## src/rtl/branch_resolve.sv

```systemverilog
`default_nettype none
// ============================================================================
// Module      : branch_resolve
// Description : Branch resolution stage behind the 16-bit comparator; strobes
//               the compare, decides taken/not-taken, loads PC and flushes.
// Revision    : 1.0 - initial release
// ============================================================================
module branch_resolve #(
    parameter int WIDTH        = 16,
    parameter int FLUSH_CYCLES = 2
) (
    input  logic             clk,
    input  logic             rst,
    input  logic             br_valid,
    output logic             br_ready,
    input  logic [1:0]       br_kind,
    input  logic [WIDTH-1:0] br_pc,
    input  logic [WIDTH-1:0] br_offset,
    output logic             cmp_eq,
    output logic             cmp_nq,
    input  logic [WIDTH-1:0] cmp_r,
    output logic             pc_load,
    output logic [WIDTH-1:0] pc_target,
    output logic             flush,
    output logic [15:0]      taken_count
);

    localparam logic [1:0] S_IDLE     = 2'd0;
    localparam logic [1:0] S_CMP_WAIT = 2'd1;
    localparam logic [1:0] S_RESOLVE  = 2'd2;
    localparam logic [1:0] S_FLUSH    = 2'd3;

    localparam logic [1:0] K_NOP  = 2'b00;
    localparam logic [1:0] K_BEQ  = 2'b01;
    localparam logic [1:0] K_BNE  = 2'b10;
    localparam logic [1:0] K_JUMP = 2'b11;

    localparam bit             HAS_FLUSH  = (FLUSH_CYCLES > 0);
    localparam int             FCW        = (FLUSH_CYCLES > 0) ? $clog2(FLUSH_CYCLES + 1) : 1;
    localparam logic [FCW-1:0] FLUSH_LOAD = FCW'(FLUSH_CYCLES);
    localparam logic [FCW-1:0] FCNT_ONE   = FCW'(1);

    logic [1:0]       state_q, state_d;
    logic [1:0]       kind_q, kind_d;
    logic [WIDTH-1:0] pc_q, pc_d;
    logic [WIDTH-1:0] off_q, off_d;
    logic [FCW-1:0]   fcnt_q, fcnt_d;
    logic [15:0]      count_q, count_d;

    logic             w_accept;
    logic             w_capture;
    logic             w_taken;
    logic             w_unused_cmp_hi;

    // The comparator result is a full word, but only its LSB carries the verdict.
    assign w_unused_cmp_hi = ^cmp_r[WIDTH-1:1];

    assign w_accept  = br_valid & br_ready;
    assign w_capture = w_accept & (br_kind != K_NOP);
    assign w_taken   = (state_q == S_RESOLVE) & ((kind_q == K_JUMP) | cmp_r[0]);

    // ------------------------------------------------------------------
    // State register
    // ------------------------------------------------------------------
    always_ff @(posedge clk or posedge rst) begin
        if (rst) begin
            state_q <= S_IDLE;
        end else begin
            state_q <= state_d;
        end
    end

    // ------------------------------------------------------------------
    // Next-state logic
    // ------------------------------------------------------------------
    always_comb begin
        state_d = state_q;
        case (state_q)
            S_IDLE: begin
                if (w_capture) begin
                    state_d = (br_kind == K_JUMP) ? S_RESOLVE : S_CMP_WAIT;
                end
            end
            S_CMP_WAIT: begin
                state_d = S_RESOLVE;
            end
            S_RESOLVE: begin
                state_d = (w_taken && HAS_FLUSH) ? S_FLUSH : S_IDLE;
            end
            S_FLUSH: begin
                if (fcnt_q <= FCNT_ONE) begin
                    state_d = S_IDLE;
                end
            end
            default: begin
                state_d = S_IDLE;
            end
        endcase
    end

    // ------------------------------------------------------------------
    // Output decode
    // ------------------------------------------------------------------
    always_comb begin
        br_ready    = (state_q == S_IDLE) & ~rst;
        cmp_eq      = (state_q == S_CMP_WAIT) & (kind_q == K_BEQ);
        cmp_nq      = (state_q == S_CMP_WAIT) & (kind_q == K_BNE);
        pc_load     = w_taken;
        pc_target   = w_taken ? (pc_q + off_q) : '0;
        flush       = (state_q == S_FLUSH);
        taken_count = count_q;
    end

    // ------------------------------------------------------------------
    // Captured request, flush down-counter and taken counter
    // ------------------------------------------------------------------
    always_comb begin
        kind_d  = kind_q;
        pc_d    = pc_q;
        off_d   = off_q;
        fcnt_d  = fcnt_q;
        count_d = count_q;

        // A nop is consumed without disturbing the previously captured request.
        if (w_capture) begin
            kind_d = br_kind;
            pc_d   = br_pc;
            off_d  = br_offset;
        end

        if ((state_d == S_FLUSH) && (state_q != S_FLUSH)) begin
            fcnt_d = FLUSH_LOAD;
        end else if ((state_q == S_FLUSH) && (fcnt_q != '0)) begin
            fcnt_d = fcnt_q - FCNT_ONE;
        end

        if (w_taken && (count_q != 16'hFFFF)) begin
            count_d = count_q + 16'd1;
        end
    end

    always_ff @(posedge clk or posedge rst) begin
        if (rst) begin
            kind_q  <= K_NOP;
            pc_q    <= '0;
            off_q   <= '0;
            fcnt_q  <= '0;
            count_q <= '0;
        end else begin
            kind_q  <= kind_d;
            pc_q    <= pc_d;
            off_q   <= off_d;
            fcnt_q  <= fcnt_d;
            count_q <= count_d;
        end
    end

endmodule
`default_nettype wire

```

## config.mk

```make
export PLATFORM = sky130hd
export DESIGN_NAME = branch_resolve
export DESIGN_NICKNAME = d
export VERILOG_FILES = /design/src/rtl/branch_resolve.sv
export SDC_FILE = /design/constraint.sdc
export NUM_CORES = 1
export LEC_CHECK = 0
export ABC_AREA = 1
export CAP_MARGIN = 20
export CORE_MARGIN = 2
export CORE_UTILIZATION = 45
export DETAILED_ROUTE_END_ITERATION = 8
export GPL_TIMING_DRIVEN = 0
export MAX_ROUTING_LAYER = met4
export PLACE_DENSITY_LB_ADDON = 0.05
export RECOVER_POWER = 100
export SLEW_MARGIN = 20
export SYNTH_ARGS = -nofsm -noshare
export SYNTH_HDL_FRONTEND = slang
export SYNTH_SLANG_ARGS = --single-unit
```

## constraint.sdc

```tcl
create_clock -name clk -period 2.05 [get_ports clk]
set_input_delay 0.3075 -clock clk [delete_from_list [all_inputs] [get_ports clk]]
set_output_delay 0.3075 -clock clk [all_outputs]
set_load 0.01 [all_outputs]
```

### Word level (Yosys, flattened, before mapping)

Index checks and enable logic that the tools add are counted.

* register bits after elaboration: 54
* bits in latches: 0
* RAM bits: 0
* memory bits (read-only): 0
* input port bits: 53
* output and inout bits: 37
* word-level logic and storage cells: 43
* memories: 0

* $add $sub $neg: 3
* multipliers: 0
* div/mod/pow operators: 0
* order comparisons: 1
* eq/ne operators: 10
* shift operators: 0
* multiplexer cells: 8
* bitwise gates (word level): 8
* reduce and logical (&&, ||, !) cells: 7

Operators by type and width (count)
* 16-bit by 1-bit adder with 16-bit output, second input constant: 1
* 16-bit adder: 1
* 16-bit two-way mux: 1
* 16-bit != test, second input constant: 1
* 2-bit == test, second input constant: 6
* 2-bit two-way mux: 6
* 2-bit case mux with 4 select lines: 1
* 1-bit bitwise AND: 6
* 2-bit nonzero test: 3
* 2-bit by 1-bit == test with 1-bit output, second input constant: 2
* 1-bit logical AND: 3
* 2-bit by 1-bit less-or-equal comparator with 1-bit output, second input constant: 1
* 2-bit zero test: 1
* 2-bit != test, second input constant: 1
* 2-bit by 1-bit subtractor with 2-bit output, second input constant: 1
* 1-bit inverter: 1
* 1-bit bitwise OR: 1

### Depth between registers and ports, before layout

* depth after elaboration: 9
* mapped depth: 11
* mapped depth without buffers: 11

### Worst setup path after synthesis

No wires, ideal clock.

* kind: register to output
* start: register pc_q[0]
* end: output pc_target[8]
* data arrival time: 1.526 ns
* slack: 0.217 ns
* stages on the path, launching flop included: 10
* buffers on the path: 0
* cells stage by stage: dfrtp_1 > ha_1 > inv_1 > fa_1 > inv_1 > nand3_1 > nand3_1 > a21oi_1 > xor2_1 > nor2_1

* word-level cells in the longest chain between the ends: 2

Ends and longest elaborated chain
* from (decl): RTL line 45 `logic [WIDTH-1:0] pc_q, pc_d;`
* from (signal assigned): RTL line 151 `pc_q <= pc_d;`
* 16-bit adder: RTL line 109 `pc_target = w_taken ? (pc_q + off_q) : '0;`
* 16-bit two-way mux: RTL line 109
* to (decl): RTL line 23 `output logic [WIDTH-1:0] pc_target,`

No other way between the ends.

### Final worst setup path

* start: register pc_q[0]
* end: output pc_target[14]

The elaborated chain is that of the path after synthesis.

==> flow_summary_export.csv <==
group,metric,value,unit
logic_synthesis,synth_cells,506,
pwr,p_leak,2.54,nW
setup_path,crit_path_end_kind,"output pin",
pwr,p_sw,3.14,mW
setup_path,ff2ff_setup_slack,0.15,ns
logic_synthesis,synthesis.nets,578,
setup_path,path_max_fanout,4,
route,ant_nets,0,
global_routing,track_usage,22.6,%
clocking,clockRootBuffer,"clkbuf_8",
worst_hold_path,hold_class,"flop to flop",
setup_path,arrival,1.99,ns
route,routed_wl,8960,um
placement,place_congestion,0.900,
timing,finalSetupTns,-1.75,ns
pwr,pwr-share-comb,63.3,%
timing,slew_violations,0,
logic_synthesis,async_flop_share,100,%
setup_path,rr_worst_depth,9,
timing,worst_pin_slew,1.12,ns
logic_synthesis,yosys_warnings,0,
pwr,p_int,3.78,mW
die,fp.dieW,92.2,um
pwr,seq_power_share,27.6,%
timing,holdWs,0.497,ns
timing,relSlewSlack,25.2,%
clocking,clk_latency,0.31,ns
timing,hold_violations,0,
die,start_util,45.7,%
clocking,cts_made_buffers,5,
setup_path,path_class,"flop to output pin",
global_routing,grt_max_degree,55,
setup_path,start_kind,"flop",
placement,post-dp-hpwl,6440,um
global_routing,grt_pass1_vias,3312,
clocking,clockBufferDepth,2,
placement,io_buffer_count,74,
die,die_h,92.2,um
route,drtPass1Iterations,5,
logic_synthesis,synth_area,3500,um^2
cells_and_area,layout_commonest_cell,"nand2_1",
die,num_rows,32,
global_routing,antenna_found_initial,0,
status,status,"finished, violations left",
clocking,cts_sinks,54,
flow_run,maxCapViolations,0,
setup_path,cp_slowest_cell,"dfrtp_1",
cells_and_area,syn_to_final_growth,37.6,%
worst_hold_path,holdPathStages,2,
global_routing,grt_first_pass_wirelength,15000,um
route,drc,0,
timing,rsz0062_at_grt,"yes",
pwr,power_density,1440,nW/um^2
status,violations,"negative setup slack",
logic_synthesis,ys_seq_area_share,38.6,%
die,core,7650,um^2
global_routing,gr-total-overflow,0,
logic_synthesis,synth_cell_type_count,30,
clocking,clk_pin_slew,0.10,ns
setup_path,worstPathRequired,1.74,ns
timing,timing.final.ws_setup,-0.250,ns
timing,skew,0.00719,ns
timing,finalCritPeriodShare,112,%
die,dieArea,8500,um^2
logic_synthesis,synthFlopType,"dfrtp_1",
timing,clock.fmax,435,MHz
pwr,vdd_drop_max,0.542,mV
placement,pre_cts_ws,-0.568,ns
cells_and_area,insertedDiodeCount,0,
clocking,htreeDepth,2,
logic_synthesis,ys_seq_elements,54,
logic_synthesis,syn_avg_cell_area,6.91,um^2
die,pin_count,90,
cells_and_area,final_cell_mix,"197 x nand2_1, 64 x inv_1, 54 x dfrtp_1",
placement,dp.cells,682,
timing,period_minus_slack,2.30,ns
logic_synthesis,synth_edf_count,0,
cells_and_area,post_route_cells_drive_above_1_share,19.7,%
pwr,clkPwrFrac,9.1,%
route,wire_per_inst,12.6,um
clocking,cts_tree,"yes",
cells_and_area,fin_nets,679,
setup_path,cp_cell_sequence,"ha_4 -> inv_2 -> fa_2 -> inv_2 -> nand4_1 -> nand2_2 -> nand2_2 -> nand3_2 -> nand2_1 -> nor2_1 -> buf_2",
cells_and_area,fin_cells,710,
route,vias,3373,
setup_path,slowest_delay,0.41,ns
timing,setup_violations,13,
route,vias_per_cell,4.75,
route,drtIter0Drc,123,
pwr,swShare,45.4,%
[final cells by class]
type                    count  area, um^2
well taps                 102         128
repair buffers             94         821
clock inverters             2        12.5
clock buffers               6        82.6
flip-flops and latches     54        1350
plain buffers               9        67.6
fillers                   708        2840
inverters                  74         280
multi-input cells         369        2070
[power by group through the flow]
stage	clock, mW	sequential [mW]	combinational (mW)
floorplan	0	1.80	2.33
global placement	0	1.83	3.36
detailed placement	0	1.84	3.43
CTS	0.648	1.91	3.94
global route	0.690	1.97	4.90
finish	0.629	1.91	4.38
[kinds of logic after synthesis]
| group | count (synthesis) | synth area share (%) |
|---|---|---|
| simple gates | 298 | 34.8 |
| buf+inv | 83 | 9.84 |
| flops | 54 | 38.6 |
| compound gates | 41 | 6.97 |
| fa+ha+maj | 19 | 7.01 |
| xor+xnor | 11 | 2.75 |
[metrics by stage]
stage          instance area (um^2)  total power, mW  util, %
2_1_floorplan                  3500             4.13        -
3_3_place_gp                   4370             5.19     57.1
3_5_place_dp                   4370             5.27     57.1
4_1_cts                        4680             6.51     61.2
5_1_grt                        4810             7.56     62.9
6_report                       4810             6.92     62.9
[final timing paths]
kind | end | from
worst min-delay path | off_q[13] | off_q[13]
worst min register to register | off_q[13] | off_q[13]
min in group asynchronous | state_q[1] | rst
worst max-delay path | pc_target[14] | pc_q[0]
max in group asynchronous | pc_q[14] | rst
worst max register to register | taken_count[3] | taken_count[1]
[synth_stat cells, types with 5 or more instances]
master   number  area (um^2)
nand4_1       5         31.3
dfrtp_1      54         1350
xor2_1        8         70.1
o21ai_2       8         70.1
nor3_1        8         40.0
a21oi_1      17         85.1
inv_1        69          259
nand2_1     215          807
nand3_1      19         95.1
ha_1         18          225
nor2_1       39          146
o21ai_0      13         65.1
[timing repair]
item	CTS	global route
hold buffers	0	0
pin swaps	14	13
endpoints found under the setup margin	17	15
setup buffers	9	11
resized for setup	102	29
[layer usage]
metal,up-vias,GRT usage [%],routed length (um)
li1,1753,-,-
met2,73,37.3,4160
met5,-,-,0
met3,9,3.53,389
met1,1538,29.1,4300
met4,0,5.97,115
[sequential cells by signal, indices dropped and copies added (netlist names)]
name,cells
kind_q,2
off_q,16
state_q,2
fcnt_q,2
pc_q,16
taken_count,16
[critical path: cells and delay by family (launching register included)]
kind | cells | cell delay (ns)
AND/OR/NAND/NOR | 6 | 0.54
buffers and inverters | 3 | 0.25
adder cells (fa/ha/maj) | 2 | 0.48
flip-flops | 1 | 0.41
Power figures use the tool's default switching activity.
